$ cat config.mk
export PLATFORM = sky130hd
export DESIGN_NAME = mem_bus_arbiter
export DESIGN_NICKNAME = d
export VERILOG_FILES = /design/src/rtl/mem_bus_arbiter.sv
export SDC_FILE = /design/constraint.sdc
export NUM_CORES = 1
export LEC_CHECK = 0
export CORE_MARGIN = 2
export CORE_UTILIZATION = 23
export DETAILED_ROUTE_END_ITERATION = 8
export PLACE_DENSITY_LB_ADDON = 0.08
export SLEW_MARGIN = 20
export SYNTH_ARGS = -nofsm -noshare
export SYNTH_HDL_FRONTEND = slang
export SYNTH_SLANG_ARGS = --single-unit
$ cat constraint.sdc
create_clock -name clk_in -period 2.1 [get_ports clk_in]
set_clock_uncertainty 0.15 [all_clocks]
set_input_delay 0.21 -clock clk_in [delete_from_list [all_inputs] [get_ports clk_in]]
set_output_delay 0.21 -clock clk_in [all_outputs]
set_load 0.03 [all_outputs]
$ cat src/rtl/mem_bus_arbiter.sv
// Byte-wide memory bus arbiter: grants one of NUM_M masters onto a shared RAM/IO bus,
// returns read data one cycle after the access, and supports button-driven single-stepping.
module mem_bus_arbiter #(
  parameter int NUM_M          = 2,
  parameter int ADDR_WIDTH     = 32,
  parameter int RAM_ADDR_WIDTH = 17,
  parameter int ARB_MODE       = 0
) (
  input  logic                          clk_in,
  input  logic                          rst_in,
  input  logic [NUM_M-1:0]              m_req,
  input  logic [NUM_M*ADDR_WIDTH-1:0]   m_a,
  input  logic [NUM_M-1:0]              m_wr,
  input  logic [NUM_M*8-1:0]            m_wdata,
  output logic [NUM_M-1:0]              m_ack,
  output logic [NUM_M-1:0]              m_rvalid,
  output logic [7:0]                    m_rdata,
  output logic                          bus_wr,
  output logic [7:0]                    bus_wdata,
  output logic                          ram_en,
  output logic [RAM_ADDR_WIDTH-1:0]     ram_a,
  input  logic [7:0]                    ram_rdata,
  output logic                          io_en,
  output logic [2:0]                    io_sel,
  input  logic [7:0]                    io_rdata,
  input  logic                          io_full,
  input  logic                          step_en,
  input  logic                          step_btn
);

  localparam int IDX_W = (NUM_M > 1) ? $clog2(NUM_M) : 1;
  localparam int SEL_W = RAM_ADDR_WIDTH + 1;

  typedef enum logic [0:0] {
    IDLE = 1'b0,
    BUSY = 1'b1
  } state_t;

  state_t             state, state_next;
  logic [NUM_M-1:0]   gnt, gnt_next;
  logic [IDX_W-1:0]   rr_ptr, rr_ptr_next;
  logic [IDX_W-1:0]   arb_base;
  logic [IDX_W:0]     arb;
  logic               win_valid;
  logic [IDX_W-1:0]   win_idx;

  logic [SEL_W-1:0]   g_addr;
  logic [7:0]         g_wdata;
  logic               g_req;
  logic               g_wr;
  logic               io_hit;
  logic               stall;
  logic               fire;

  logic [NUM_M-1:0]   rvalid;
  logic               src_io;
  logic [2:0]         sync_q;
  logic               step_pulse;
  logic               step_token;
  logic               addr_unused;

  // Search starts at base and wraps; iterating downwards leaves the nearest requester in res.
  function automatic logic [IDX_W:0] pick_winner(input logic [NUM_M-1:0] req,
                                                 input logic [IDX_W-1:0] base);
    logic [IDX_W:0]   res;
    logic [IDX_W-1:0] idx;
    res = '0;
    for (int k = NUM_M - 1; k >= 0; k--) begin
      idx = IDX_W'((int'(base) + k) % NUM_M);
      if (req[idx]) begin
        res = {1'b1, idx};
      end
    end
    return res;
  endfunction

  function automatic logic [NUM_M-1:0] to_onehot(input logic [IDX_W-1:0] idx);
    logic [NUM_M-1:0] oh;
    for (int i = 0; i < NUM_M; i++) begin
      oh[i] = (idx == IDX_W'(i));
    end
    return oh;
  endfunction

  function automatic logic [IDX_W-1:0] next_ptr(input logic [IDX_W-1:0] idx);
    return (idx == IDX_W'(NUM_M - 1)) ? '0 : idx + IDX_W'(1);
  endfunction

  // Only the low address bits reach the bus; the rest are consumed here.
  assign addr_unused = ^m_a;

  // Granted-master mux (gnt is one-hot or zero).
  always_comb begin
    g_req   = |(gnt & m_req);
    g_wr    = |(gnt & m_wr);
    g_addr  = '0;
    g_wdata = 8'h00;
    for (int i = 0; i < NUM_M; i++) begin
      g_addr  = g_addr  | ({SEL_W{gnt[i]}} & m_a[i*ADDR_WIDTH +: SEL_W]);
      g_wdata = g_wdata | ({8{gnt[i]}} & m_wdata[i*8 +: 8]);
    end
  end

  // Arbitration winner among current requesters.
  always_comb begin
    arb_base  = (ARB_MODE == 1) ? rr_ptr : '0;
    arb       = pick_winner(m_req, arb_base);
    win_valid = arb[IDX_W];
    win_idx   = arb[IDX_W-1:0];
  end

  // Access qualification: IO writes wait for buffer space, step mode waits for a token.
  always_comb begin
    io_hit = (g_addr[RAM_ADDR_WIDTH -: 2] == 2'b11);
    stall  = (step_en & ~step_token) | (io_hit & g_wr & io_full);
    fire   = (state == BUSY) & g_req & ~stall;
  end

  // Next-state, grant and round-robin pointer.
  always_comb begin
    state_next  = state;
    gnt_next    = gnt;
    rr_ptr_next = rr_ptr;
    case (state)
      IDLE: begin
        if (win_valid) begin
          state_next  = BUSY;
          gnt_next    = to_onehot(win_idx);
          rr_ptr_next = next_ptr(win_idx);
        end else begin
          state_next = IDLE;
          gnt_next   = '0;
        end
      end
      BUSY: begin
        if (g_req) begin
          state_next = BUSY;
          gnt_next   = gnt;
        end else if (win_valid) begin
          state_next  = BUSY;
          gnt_next    = to_onehot(win_idx);
          rr_ptr_next = next_ptr(win_idx);
        end else begin
          state_next = IDLE;
          gnt_next   = '0;
        end
      end
      default: begin
        state_next = IDLE;
        gnt_next   = '0;
      end
    endcase
  end

  // State, grant and pointer registers.
  always_ff @(posedge clk_in or posedge rst_in) begin
    if (rst_in) begin
      state  <= IDLE;
      gnt    <= '0;
      rr_ptr <= '0;
    end else begin
      state  <= state_next;
      gnt    <= gnt_next;
      rr_ptr <= rr_ptr_next;
    end
  end

  // Read return: remember which master and which source to present next cycle.
  always_ff @(posedge clk_in or posedge rst_in) begin
    if (rst_in) begin
      rvalid <= '0;
      src_io <= 1'b0;
    end else if (fire && !g_wr) begin
      rvalid <= gnt;
      src_io <= io_hit;
    end else begin
      rvalid <= '0;
      src_io <= src_io;
    end
  end

  // Step button synchroniser.
  always_ff @(posedge clk_in or posedge rst_in) begin
    if (rst_in) begin
      sync_q <= 3'b000;
    end else begin
      sync_q <= {sync_q[1:0], step_btn};
    end
  end

  assign step_pulse = sync_q[1] & ~sync_q[2];

  // A new press wins over the access that consumes the previous token.
  always_ff @(posedge clk_in or posedge rst_in) begin
    if (rst_in) begin
      step_token <= 1'b0;
    end else if (!step_en) begin
      step_token <= 1'b0;
    end else if (step_pulse) begin
      step_token <= 1'b1;
    end else if (fire) begin
      step_token <= 1'b0;
    end else begin
      step_token <= step_token;
    end
  end

  assign m_ack     = fire ? gnt : '0;
  assign ram_en    = fire & ~io_hit;
  assign io_en     = fire & io_hit;
  assign bus_wr    = fire & g_wr;
  assign bus_wdata = fire ? g_wdata : 8'h00;
  assign ram_a     = g_addr[RAM_ADDR_WIDTH-1:0];
  assign io_sel    = g_addr[2:0];
  assign m_rvalid  = rvalid;
  assign m_rdata   = (|rvalid) ? (src_io ? io_rdata : ram_rdata) : 8'h00;

endmodule

==> results.yml <==
outcome:
  status: "completed"
synthesis:
  synth_top_family_by_area: "compound AO/OA/AOI/OAI gates"
  netlist.area_leader.share_pct: 26.2
  ys_ff_latch: 10
  syn-cell-area_sq_um: 953
  synth-edff-count: 0
  synth_top_area_cell: "dfrtp_1"
  synth-xor-area-share_pct: 0
  ys_warn_count: 0
  synth_fa_ha_area_share_pct: 0
  synth_cell_type_count: 27
  ys_top_cells_by_area: "dfrtp_1 (26%), a22o_1 (16%), nand3_1 (10%)"
  async_reset_ff_share_pct: 100
  syn_inst: 115
  syn_area_per_cell_sq_um: 8.29
  syn_nets: 220
  yosysSeqAreaShare_pct: 26.2
  synth_compound_area_share_pct: 26.1
  synthSimpleGateAreaFrac_pct: 26.0
  synthMuxAreaShare_pct: 12.3
  yosys_most_used_dff: "dfrtp_1"
critical_path:
  path_max_fanout: 11
  cp_slowest_stage_delay_ps: 530
  path_cells: "clkdlybuf4s50_1, a22o_4, and3_2, nand3_1, a21oi_1, buf_4"
  path_class: "input pin to output port"
  rrSetupSlack_ps: 450
  cp-start-kind: "input pin"
  worst_path_max_delay_cell: "clkdlybuf4s50_1"
  cp_num_cells: 6
  worstPathRequired_ps: 1740
  r2r_cells: 4
  crit_buf_inv: 2
  endpoint_kind: "output port"
  crit_family: "buffers and inverters"
  arrival_ps: 1700
timing:
  worst_slew_pin_slew_ps: 357
  finalSetupViolations: 0
  slew_violations: 0
  rsz0062_at_grt: "true"
  slew_headroom_pct: 76.2
  period_share_pct: 97.9
  setup_ws_ps: 44.6
  fmax_mhz: 487
  final-hold-violation-count: 0
  period_needed_ps: 2060
grt:
  grt_pass1_wl_mm: 5.51
  grt_use_total_pct: 15.3
  grt_antenna_before_repair: 0
  grt_pass1_vias: 1198
  grt_max_degree: 23
  overflow: 0
place:
  dpl.cell_count: 277
  portBuffers: 119
  place_ws_ps: 39.0
  hpwl_mm: 3.34
  gp_congestion: 0.773
final_layout:
  diodes: 0
  fin_nets: 338
  utilization_pct: 53.9
  area_growth_pct: 126
  instances_no_fill: 282
  drive_gt1_share_pct: 23.7
  seq_area_sq_um: 253
  nFillCells: 366
  multi_input_area_sq_um: 627
drt:
  vias: 1341
  wire_per_inst_um: 14.6
  dr.pass1.iters: 4
  routed_via_density: 4.76
  dr_wl_met3_um: 442
  wirelength_mm: 4.12
  drtIter0Drc: 27
  dr_wl_met2_mm: 2.11
  antenna_left: 0
  highest_layer: "met4"
  drc: 0
  wl_met1_mm: 1.52
floorplan:
  std_cell_rows: 23
  die_w_um: 68.4
  start_util_pct: 23.8
  die_h_um: 68.4
  core-area_sq_um: 4000
  die-area_sq_um: 4680
  pin_count: 148
pwr:
  total_power_w: 0.00113
  p_leak_nw: 0.950
  powerDensity_nw_per_um2: 526
  vdd_drop_max_v: 0.000471
clock_tree:
  cts_buffer_depth: 2
  cts-hold-fix-buffers: 0
  numCtsBuffers: 3
  cts_tree: "done"
  clock-root-buffer: "clkbuf_8"
  cts_sinks: 10
  insertion_delay_ps: 220
  h-tree-depth: 1
  cts.clk_slew.worst_paths_ps: 40
min_path:
  hold_class: "input pin to async pin"
flow_run:
  drv_cap: 0
==> Yosys cell counts, types with 2 or more instances <==
cell and instances:
buf_6 2, dfrtp_1 10, mux2i_1 8, a22o_1 17
and3_1 5, nor2b_1 3, a21oi_1 9, mux2_1 2
nand2_1 3, nor2_1 12, nand3_1 19, buf_4 3
buf_2 8
==> worst paths after layout <==
check | to | start
hold / removal | sync_q[0]$_DFF_PP0_ | rst_in
max in group asynchronous | src_io$_DFFE_PP0P_ | rst_in
setup / recovery | bus_wdata[6] | m_req[0]
min in group clk_in | sync_q[1]$_DFF_PP0_ | sync_q[0]$_DFF_PP0_
hold reg to reg | sync_q[1]$_DFF_PP0_ | sync_q[0]$_DFF_PP0_
setup reg to reg | src_io$_DFFE_PP0P_ | gnt[0]$_DFFE_PP0P_
==> timing repair <==
| item | CTS | global route |
|---|---|---|
| cloned | 0 | 1 |
| endpoints found under the setup margin | 12 | 11 |
| resized for setup | 2 | 3 |
| setup buffers | 0 | 0 |
| pin swaps | 0 | 1 |
==> layer usage <==
metal,up-vias,global-route usage [%]
met4,0,2.75
met1,608,16.9
li1,659,-
met3,4,3.95
met5,-,0
met2,70,29.2
==> flip-flops by register name, summed over array words and instances (netlist names) <==
register	cells
sync_q	3
state	1
step_token	1
src_io	1
m_rvalid	2
gnt	2
==> layout make-up <==
class	count	area share (%)
multi-input combinational	92	29.1
sequential	10	11.7
inverter	1	0.174
timing repair buffer	125	53.6
tap	50	2.90
clock buffer	4	2.55
==> per-stage QoR <==
step / hold WS, ps / TNS [ps] / area (sq um)
after floorplan: -99.8 / 0 / 953
after global placement: 187 / 0 / 2080
after detailed placement: 191 / 0 / 2080
after CTS: 120 / 0 / 2140
after global routing: 146 / -16.6 / 2160
final: 104 / 0 / 2160
==> cell usage in the layout, fill, tap and decap left out <==
cell and n:
or2_1 1, a22o_1 17, nand2b_1 1, and3_2 1, nor3_2 1, buf_4 39, nand3_1 19, mux2_1 2
dfrtp_2 2, o21ai_2 1, dfrtp_1 8, dlymetal6s2s_1 1, nand2_2 1, clkdlybuf4s50_1 85, a22o_4 1, and3_4 1
a22oi_2 1, clkbuf_8 4, mux2_4 1, a21oi_1 9, nor2b_1 3, o21a_2 1, o21ai_0 1, and3_1 5
nor2_1 12, nand2_1 3, inv_1 1, mux2i_1 8, or2_2 1, a22oi_1 1
==> cell families after synthesis <==
group	Yosys count
mux	11
compound gates	32
buf+inv	14
simple gates	48
flops	10
==> power by group <==
part | leakage (nW) | switching, W | internal [W] | total [W]
Combinational | 0.800 | 0.000314 | 0.000339 | 0.000652
Sequential | 0.121 | 0.0000405 | 0.000213 | 0.000254
Clock | 0.0288 | 0.0000640 | 0.000164 | 0.000228
No activity file was read; power rests on OpenSTA's default activity.
